==> src/rtl/rob_retire_ctrl.sv <==
//==============================================================================
// rob_retire_ctrl -- four-wide in-order retirement controller (reorder buffer)
// Rev 1.0 -- initial release
//==============================================================================
`default_nettype none

module rob_retire_ctrl #(
    parameter int ROBDEEP  = 32,
    parameter int ROBPTRW  = 5,
    parameter int PHYRPTRW = 7
) (
    input  logic                Clk,
    input  logic                Rest,
    input  logic                Disp1Valid,
    input  logic                Disp1RegAble,
    input  logic [4:0]          Disp1ArchReg,
    input  logic [PHYRPTRW-1:0] Disp1PhyReg,
    input  logic                Disp2Valid,
    input  logic                Disp2RegAble,
    input  logic [4:0]          Disp2ArchReg,
    input  logic [PHYRPTRW-1:0] Disp2PhyReg,
    input  logic                Disp3Valid,
    input  logic                Disp3RegAble,
    input  logic [4:0]          Disp3ArchReg,
    input  logic [PHYRPTRW-1:0] Disp3PhyReg,
    input  logic                Disp4Valid,
    input  logic                Disp4RegAble,
    input  logic [4:0]          Disp4ArchReg,
    input  logic [PHYRPTRW-1:0] Disp4PhyReg,
    output logic                DispatchReady,
    output logic [ROBPTRW-1:0]  AllocTag,
    input  logic                Wb1Valid,
    input  logic [ROBPTRW-1:0]  Wb1Tag,
    input  logic                Wb1Excp,
    input  logic                Wb2Valid,
    input  logic [ROBPTRW-1:0]  Wb2Tag,
    input  logic                Wb2Excp,
    input  logic                Wb3Valid,
    input  logic [ROBPTRW-1:0]  Wb3Tag,
    input  logic                Wb3Excp,
    input  logic                Wb4Valid,
    input  logic [ROBPTRW-1:0]  Wb4Tag,
    input  logic                Wb4Excp,
    output logic                RetireReg1Able,
    output logic [4:0]          RetireAR1Addr,
    output logic [PHYRPTRW-1:0] RetirePR1Addr,
    output logic                RetireReg2Able,
    output logic [4:0]          RetireAR2Addr,
    output logic [PHYRPTRW-1:0] RetirePR2Addr,
    output logic                RetireReg3Able,
    output logic [4:0]          RetireAR3Addr,
    output logic [PHYRPTRW-1:0] RetirePR3Addr,
    output logic                RetireReg4Able,
    output logic [4:0]          RetireAR4Addr,
    output logic [PHYRPTRW-1:0] RetirePR4Addr,
    output logic [2:0]          RetireCount,
    output logic                ReMapping,
    output logic                FlushOut
);

    typedef enum logic [1:0] {
        RUN   = 2'd0,
        DRAIN = 2'd1,
        REMAP = 2'd2
    } state_t;

    localparam logic [ROBPTRW:0] READY_MAX = (ROBPTRW+1)'(ROBDEEP - 4);

    state_t                state_q, state_d;
    logic [ROBDEEP-1:0]    valid_q, valid_d, comp_q, comp_d, excp_q, excp_d, rega_q, rega_d;
    logic [4:0]            arch_q [ROBDEEP];
    logic [4:0]            arch_d [ROBDEEP];
    logic [PHYRPTRW-1:0]   phy_q  [ROBDEEP];
    logic [PHYRPTRW-1:0]   phy_d  [ROBDEEP];
    logic [ROBPTRW-1:0]    head_q, head_d, tail_q, tail_d;
    logic [ROBPTRW:0]      count_q, count_d;
    logic [3:0]            oreg_q, oreg_d;
    logic [4:0]            oarch_q [4];
    logic [4:0]            oarch_d [4];
    logic [PHYRPTRW-1:0]   ophy_q  [4];
    logic [PHYRPTRW-1:0]   ophy_d  [4];
    logic [2:0]            ocnt_q, ocnt_d;

    logic [3:0]            disp_vld, disp_rega, wb_vld, wb_excp;
    logic [4:0]            disp_arch [4];
    logic [PHYRPTRW-1:0]   disp_phy  [4];
    logic [ROBPTRW-1:0]    wb_tag    [4];
    logic [ROBPTRW-1:0]    win_idx   [4];
    logic [ROBPTRW-1:0]    wr_idx;
    logic [3:0]            ret_mask;
    logic [2:0]            ret_cnt, disp_cnt;
    logic                  exc_hit, older_ok;

    assign disp_vld  = {Disp4Valid, Disp3Valid, Disp2Valid, Disp1Valid};
    assign disp_rega = {Disp4RegAble, Disp3RegAble, Disp2RegAble, Disp1RegAble};
    assign disp_arch[0] = Disp1ArchReg;
    assign disp_arch[1] = Disp2ArchReg;
    assign disp_arch[2] = Disp3ArchReg;
    assign disp_arch[3] = Disp4ArchReg;
    assign disp_phy[0]  = Disp1PhyReg;
    assign disp_phy[1]  = Disp2PhyReg;
    assign disp_phy[2]  = Disp3PhyReg;
    assign disp_phy[3]  = Disp4PhyReg;
    assign wb_vld  = {Wb4Valid, Wb3Valid, Wb2Valid, Wb1Valid};
    assign wb_excp = {Wb4Excp, Wb3Excp, Wb2Excp, Wb1Excp};
    assign wb_tag[0] = Wb1Tag;
    assign wb_tag[1] = Wb2Tag;
    assign wb_tag[2] = Wb3Tag;
    assign wb_tag[3] = Wb4Tag;

    assign disp_cnt = 3'(disp_vld[0]) + 3'(disp_vld[1]) + 3'(disp_vld[2]) + 3'(disp_vld[3]);

    assign DispatchReady = (state_q == RUN) && (count_q <= READY_MAX) && !Rest;
    assign AllocTag      = tail_q;

    // Oldest-first scan: a slot retires only if every older window slot retires.
    always_comb begin
        older_ok = (state_q == RUN);
        exc_hit  = 1'b0;
        ret_mask = '0;
        ret_cnt  = '0;
        for (int k = 0; k < 4; k++) begin
            win_idx[k] = head_q + ROBPTRW'(k);
            if (older_ok && valid_q[win_idx[k]] && comp_q[win_idx[k]]) begin
                if (excp_q[win_idx[k]]) begin
                    exc_hit  = 1'b1;
                    older_ok = 1'b0;
                end else begin
                    ret_mask[k] = 1'b1;
                    ret_cnt     = ret_cnt + 3'd1;
                end
            end else begin
                older_ok = 1'b0;
            end
        end
    end

    always_comb begin
        valid_d = valid_q;
        comp_d  = comp_q;
        excp_d  = excp_q;
        rega_d  = rega_q;
        arch_d  = arch_q;
        phy_d   = phy_q;
        head_d  = head_q + ROBPTRW'(ret_cnt);
        tail_d  = tail_q;
        count_d = count_q - (ROBPTRW+1)'(ret_cnt);
        state_d = state_q;
        wr_idx  = '0;

        // Same-cycle reports to one tag: last writer clears, then all OR in.
        for (int k = 0; k < 4; k++) begin
            if (wb_vld[k] && valid_q[wb_tag[k]]) begin
                comp_d[wb_tag[k]] = 1'b1;
                excp_d[wb_tag[k]] = 1'b0;
            end
        end
        for (int k = 0; k < 4; k++) begin
            if (wb_vld[k] && valid_q[wb_tag[k]] && wb_excp[k]) begin
                excp_d[wb_tag[k]] = 1'b1;
            end
        end

        for (int k = 0; k < 4; k++) begin
            if (ret_mask[k]) begin
                valid_d[win_idx[k]] = 1'b0;
                comp_d[win_idx[k]]  = 1'b0;
                excp_d[win_idx[k]]  = 1'b0;
            end
        end

        if (DispatchReady) begin
            for (int k = 0; k < 4; k++) begin
                if (disp_vld[k]) begin
                    wr_idx          = tail_q + ROBPTRW'(k);
                    valid_d[wr_idx] = 1'b1;
                    comp_d[wr_idx]  = 1'b0;
                    excp_d[wr_idx]  = 1'b0;
                    rega_d[wr_idx]  = disp_rega[k] && (disp_arch[k] != 5'd0);
                    arch_d[wr_idx]  = disp_arch[k];
                    phy_d[wr_idx]   = disp_phy[k];
                end
            end
            tail_d  = tail_q + ROBPTRW'(disp_cnt);
            count_d = count_q + (ROBPTRW+1)'(disp_cnt) - (ROBPTRW+1)'(ret_cnt);
        end

        for (int k = 0; k < 4; k++) begin
            oreg_d[k]  = ret_mask[k] & rega_q[win_idx[k]];
            oarch_d[k] = ret_mask[k] ? arch_q[win_idx[k]] : 5'd0;
            ophy_d[k]  = ret_mask[k] ? phy_q[win_idx[k]] : '0;
        end
        ocnt_d = ret_cnt;

        case (state_q)
            RUN: begin
                if (exc_hit) begin
                    state_d = DRAIN;
                    valid_d = '0;
                    comp_d  = '0;
                    excp_d  = '0;
                    head_d  = '0;
                    tail_d  = '0;
                    count_d = '0;
                end
            end
            DRAIN:   state_d = REMAP;
            REMAP:   state_d = RUN;
            default: state_d = RUN;
        endcase
    end

    always_ff @(posedge Clk) begin
        if (Rest) begin
            state_q <= RUN;
            valid_q <= '0;
            comp_q  <= '0;
            excp_q  <= '0;
            rega_q  <= '0;
            head_q  <= '0;
            tail_q  <= '0;
            count_q <= '0;
            oreg_q  <= '0;
            oarch_q <= '{default: '0};
            ophy_q  <= '{default: '0};
            ocnt_q  <= '0;
        end else begin
            state_q <= state_d;
            valid_q <= valid_d;
            comp_q  <= comp_d;
            excp_q  <= excp_d;
            rega_q  <= rega_d;
            head_q  <= head_d;
            tail_q  <= tail_d;
            count_q <= count_d;
            oreg_q  <= oreg_d;
            oarch_q <= oarch_d;
            ophy_q  <= ophy_d;
            ocnt_q  <= ocnt_d;
        end
    end

    // Payload is qualified by valid_q, so it needs no reset.
    always_ff @(posedge Clk) begin
        arch_q <= arch_d;
        phy_q  <= phy_d;
    end

    assign RetireReg1Able = oreg_q[0];
    assign RetireReg2Able = oreg_q[1];
    assign RetireReg3Able = oreg_q[2];
    assign RetireReg4Able = oreg_q[3];
    assign RetireAR1Addr  = oarch_q[0];
    assign RetireAR2Addr  = oarch_q[1];
    assign RetireAR3Addr  = oarch_q[2];
    assign RetireAR4Addr  = oarch_q[3];
    assign RetirePR1Addr  = ophy_q[0];
    assign RetirePR2Addr  = ophy_q[1];
    assign RetirePR3Addr  = ophy_q[2];
    assign RetirePR4Addr  = ophy_q[3];
    assign RetireCount    = ocnt_q;
    assign ReMapping      = (state_q == REMAP);
    assign FlushOut       = (state_q == REMAP);

endmodule

`default_nettype wire

==> config.mk <==
export PLATFORM = sky130hd
export DESIGN_NAME = rob_retire_ctrl
export DESIGN_NICKNAME = d
export VERILOG_FILES = /design/src/rtl/rob_retire_ctrl.sv
export SDC_FILE = /design/constraint.sdc
export NUM_CORES = 2
export LEC_CHECK = 0
export CORE_MARGIN = 2
export CORE_UTILIZATION = 45
export DETAILED_ROUTE_END_ITERATION = 8
export SETUP_SLACK_MARGIN = 0.1
export SLEW_MARGIN = 20
export SYNTH_ARGS = -nofsm -noshare
export SYNTH_HDL_FRONTEND = slang
export SYNTH_SLANG_ARGS = --single-unit
==> constraint.sdc <==
create_clock -name Clk -period 23.8 [get_ports Clk]
set_clock_uncertainty 0.1 [all_clocks]
set_input_delay 5.95 -clock Clk [delete_from_list [all_inputs] [get_ports Clk]]
set_output_delay 5.95 -clock Clk [all_outputs]
set_load 0.02 [all_outputs]
Word level (Yosys, flattened, before mapping)
Cells that the tools add are included.
{ "op_classes": {"addsub": 17, "n_bitwise": 64, "n_mux": 231, "n_reduce_logical": 48, "n_eq_ne": 3, "n_lt_le_gt_ge": 37} }
{ "op_table": {"columns": ["cell", "n"], "rows": [
  ["$mux 32", 61],
  ["$mux 224", 7],
  ["$mux 160", 7],
  ["$bwmux 224", 4],
  ["$and 32x32->32", 24],
  ["$bwmux 160", 4],
  ["$not 32->32", 12],
  ["$or 32x32->32", 12],
  ["$bmux 7 s5", 4],
  ["$demux 7 s5", 4],
  ["$bwmux 32", 4],
  ["$bmux 1 s5", 20],
  ["$bmux 5 s5", 4],
  ["$demux 5 s5", 4],
  ["$mux 5", 17],
  ["$mux 7", 12],
  ["$lt 5x6->1 const B", 12],
  ["$demux 1 s5", 12],
  ["$ge 5x1->1 const B", 12],
  ["$mux 1", 56],
  ["$ge 6x6->1 const B", 8],
  ["$not 5->6", 8],
  ["$logic_and 1x1->1", 38],
  ["$lt 6x1->1 const B", 4],
  ["23 further kinds", 50]
]} }
{ "word_totals": {"reg_bits": 585, "wordCells": 482, "out_inout_bits": 63} }

Logic depth before layout (Yosys ltp)
{ "depth": {"word_depth": 43, "depth_mapped": 36} }

Worst setup path after synthesis
Ideal clock, no wire load.
{ "synth_path": {"path_kind": "input port to output port", "from": "in Rest", "to": "out DispatchReady", "arrival_time_ns": 17.061, "path_stages": 4, "required_ns": 17.750, "slack_ns": 0.689, "path_cell_list": "nor3_1 > o211ai_1 > inv_1 > clkbuf_1"} }
{ "synth_between": {"elab_chain_len": 2} }
{ "synth_lines": {"columns": ["element", "line", "text"], "rows": [
  ["start: declaration", "13", "input logic Rest,"],
  ["$logic_not 1->1", "113", "assign DispatchReady = (state_q == RUN) && (count_q <= READY_MAX) && !Rest;"],
  ["$logic_and 1x1->1", "113", null],
  ["end: declaration", "30", "output logic DispatchReady,"]
]} }
Every way passes these cells.

Worst setup path in the final report
Ends and elaborated chain as after synthesis.

==> metrics.md <==
| Metric | Value |
|---|---|
| Run status | finished with violations |
| Failing checks | design-rule violations |
| CP endpoint kind | primary output |
| Dpl ws | 9.429 ns |
| Commonest cells in the netlist | nor2_1, nand2_1, a21oi_1 |
| Setup Fix Bufs, Post-CTS | 0 |
| Fill cells | 11.58k |
| Sequential share of the synthesized area | 27.69% |
| CTS Buffer Depth | 3 |
| Die area | 127700 µm² |
| Synth Warn # | 0 |
| Layout net count | 6295 |
| Core Rows | 129 |
| Area leader, netlist | edfxtp_1 |
| Post-CTS Hold Buffers | 0 |
| Reg2reg path depth | 29 |
| Critical path launch point type | input port |
| VDD IR max | 0.06429 mV |
| WL/cell | 40.19 µm |
| Initial DRC count | 11.46k |
| Crit Path Max Fanout | 93 |
| I/O pin cnt | 149 |
| Fin Setup TNS | 0 ns |
| Global-route wire length before repair | 434200 µm |
| Crit path kind | in2out |
| Vias | 60.73k |
| DIE HEIGHT | 357.3 µm |
| Synth top area cells | edfxtp_1, mux4_2, mux2i_1 |
| Clock root cell | clkbuf_16 |
| Initial antenna violation count | 27 |
| Period minus WS final | 14.53 ns |
| Total grt overflow | 0 |
| H-tree depth | 3 |
| Cell depth of the worst hold path | 2 |
| Min-Delay Path Class | reg2reg |
| Worst-margin pin slew | 1.455 ns |
| Max-cap viol count | 0 |
| Final hold violations | 0 |
| Gp weighted congestion | 1.086 |
| Worst EP arrival | 8.48 ns |
| Post-Synthesis Cells | 6374 |
| PortBufs | 148 |
| Area fraction of the dominant cell type after synthesis | 20.53% |
| Number of synthesized register bits | 585 |
| Layout area overhead | 10.36% |
| Global Route Usage Sum | 48.49% |
| Routed Antenna Nets | 0 |
| Post-Syn Nets | 6501 |
| First-pass DRT Iterations | 9 |
| DRC viols | 30 |
| Leakage | 20.31 nW |
| Fmax | 68.84 MHz |
| FFs w/ async S/R, synth | 0% |
| Number of enable flip-flop cells after synthesis | 384 |
| Most common cell in the netlist | nor2_1 |
| Die W | 357.3 µm |
| Average cell area after synthesis | 8.812 µm² |
| Via density per instance | 7.699 |
| Synth Cell Area | 56170 µm² |
| Initial Util | 45.37% |
| Post-route clock period utilization | 61.04% |
| Setup violations, final | 0 |
| Yosys cell types | 83 |
| Detailed-route wire length | 317000 µm |
| Core Box Area | 123800 µm² |
| Ys flop type | edfxtp_1 |
| Largest net degree at the start of global routing | 138 |
| DP HPWL | 212600 µm |
| Max transition margin | 2.975% |
| Clk Latency, worst-skew pair | 0.75 ns |
| Share of layout cells above drive strength 1 | 16.26% |
| PwrDens | 65.91 nW/µm² |
| Post-CTS sizing | 0 |
| CTS tree | built |
| RSZ-0062 raised after global routing | false |
| Clk pin slew, worst setup/hold paths | 0.05 ns |
| Final worst slack | 9.273 ns |
| Via count of the first global-routing pass | 54.09k |
| CTS buffer count | 76 |
| Final Max Slew Viols | 0 |
| WP data required | 17.75 ns |
| CTS sink count | 585 |
[cell type report]
cell class	instances	area, µm²	share of cell area (%)
tap	1637	2048	3.304
sequential	585	15570	25.11
timing repair buffer	411	3500	5.646
clock inverter	33	295.3	0.4764
multi-input combinational	5012	38000	61.30
inverter	82	320.3	0.5167
antenna	21	52.55	0.08478
clock buffer	107	2206	3.559
[cells in the final DEF, fill, tap and decap left out, drive strengths merged, types with 18 or more instances in the layout]
cell type      Yosys  layout
mux4             453     453
clkbuf           539     107
xnor2             26      26
buf              156     264
nor4              45      45
nand3b            52      52
clkinv             4      23
a211oi           429     429
nand2            663     663
nand2b            29      29
mux2              23      23
dfxtp            201     201
nor2b             33      33
nor3b             18      18
diode              0      21
ha                34      34
a21oi            608     608
nor3             134     134
a22oi             38      38
nand4             21      21
nor2             724     724
nand3             92      92
o21ai            506     506
edfxtp           384     384
o22ai            176     176
inv               78      85
o211ai            49      49
a31oi             27      27
mux2i            562     562
a221oi            34      34
and2              22      22
clkdlybuf4s50      0     147
[routing by layer]
layer,GRT usage [%],up-vias,share of wire [%]
li1,-,24060,-
met1,56.27,28950,33
met2,68.52,6015,40
met3,20.34,1689,15
met4,42.35,14,11
met5,0.2963,-,0.026
[cells by family (layout without fill, tap and decap cells)]
group           count (synthesis)  count (layout)  synth area share, %
compound gates               1997            1997                21.69
xor+xnor                       35              35               0.5458
fa+ha+maj                      41              41                1.007
buf+inv                       777             633                5.536
flops                         585             585                27.69
mux                          1038            1038                28.64
other cells                     0              21                    0
simple gates                 1901            1901                14.88
[path summary, 6_finish.rpt]
kind	startpoint	to	slack, ns
min	comp_q[19]$_SDFF_PP0_	comp_q[19]$_SDFF_PP0_	0.39
max reg2reg	head_q[4]$_SDFF_PP0_	count_q[5]$_SDFF_PP0_	15.42
min reg2reg	comp_q[19]$_SDFF_PP0_	comp_q[19]$_SDFF_PP0_	0.39
max	Rest	DispatchReady	9.27
[worst max-delay path, stage by stage]
cell and delay [ns]:
buf_2 0.16, nor3_1 0.17, o211ai_1 0.41, buf_12 0.34
inv_8 0.48, clkdlybuf4s50_1 0.71
[metrics by stage]
stage	instances	utilization [%]	cell area (µm²)	total power, mW	hold WS (ns)
floorplan	6374	-	56170	2.381	0.3325
global placement	7725	47.96	59380	2.763	0.3712
detailed placement	7725	47.97	59380	2.791	0.3775
CTS	7865	49.99	61880	3.994	0.3861
global route	7869	50.03	61940	4.188	0.4094
finish	7888	50.07	61990	4.085	0.3918
[where the power goes]
group	total, mW	internal (mW)	switching (mW)	leakage, nW
clock	1.22	0.684	0.540	1.23
combinational	1.28	0.533	0.744	13.8
sequential	1.58	1.34	0.247	5.31
[flip-flops by register name (all words and copies together) (netlist names), 3 cells and up]
register,flops
RetirePR3Addr,7
RetirePR4Addr,7
RetireAR3Addr,5
valid_q,32
oreg_q,4
RetirePR2Addr,7
phy_q,224
RetireCount,3
count_q,6
arch_q,160
rega_q,32
RetireAR1Addr,5
RetirePR1Addr,7
RetireAR4Addr,5
AllocTag,5
excp_q,32
RetireAR2Addr,5
head_q,5
comp_q,32
(Power assumes the default switching activity.)
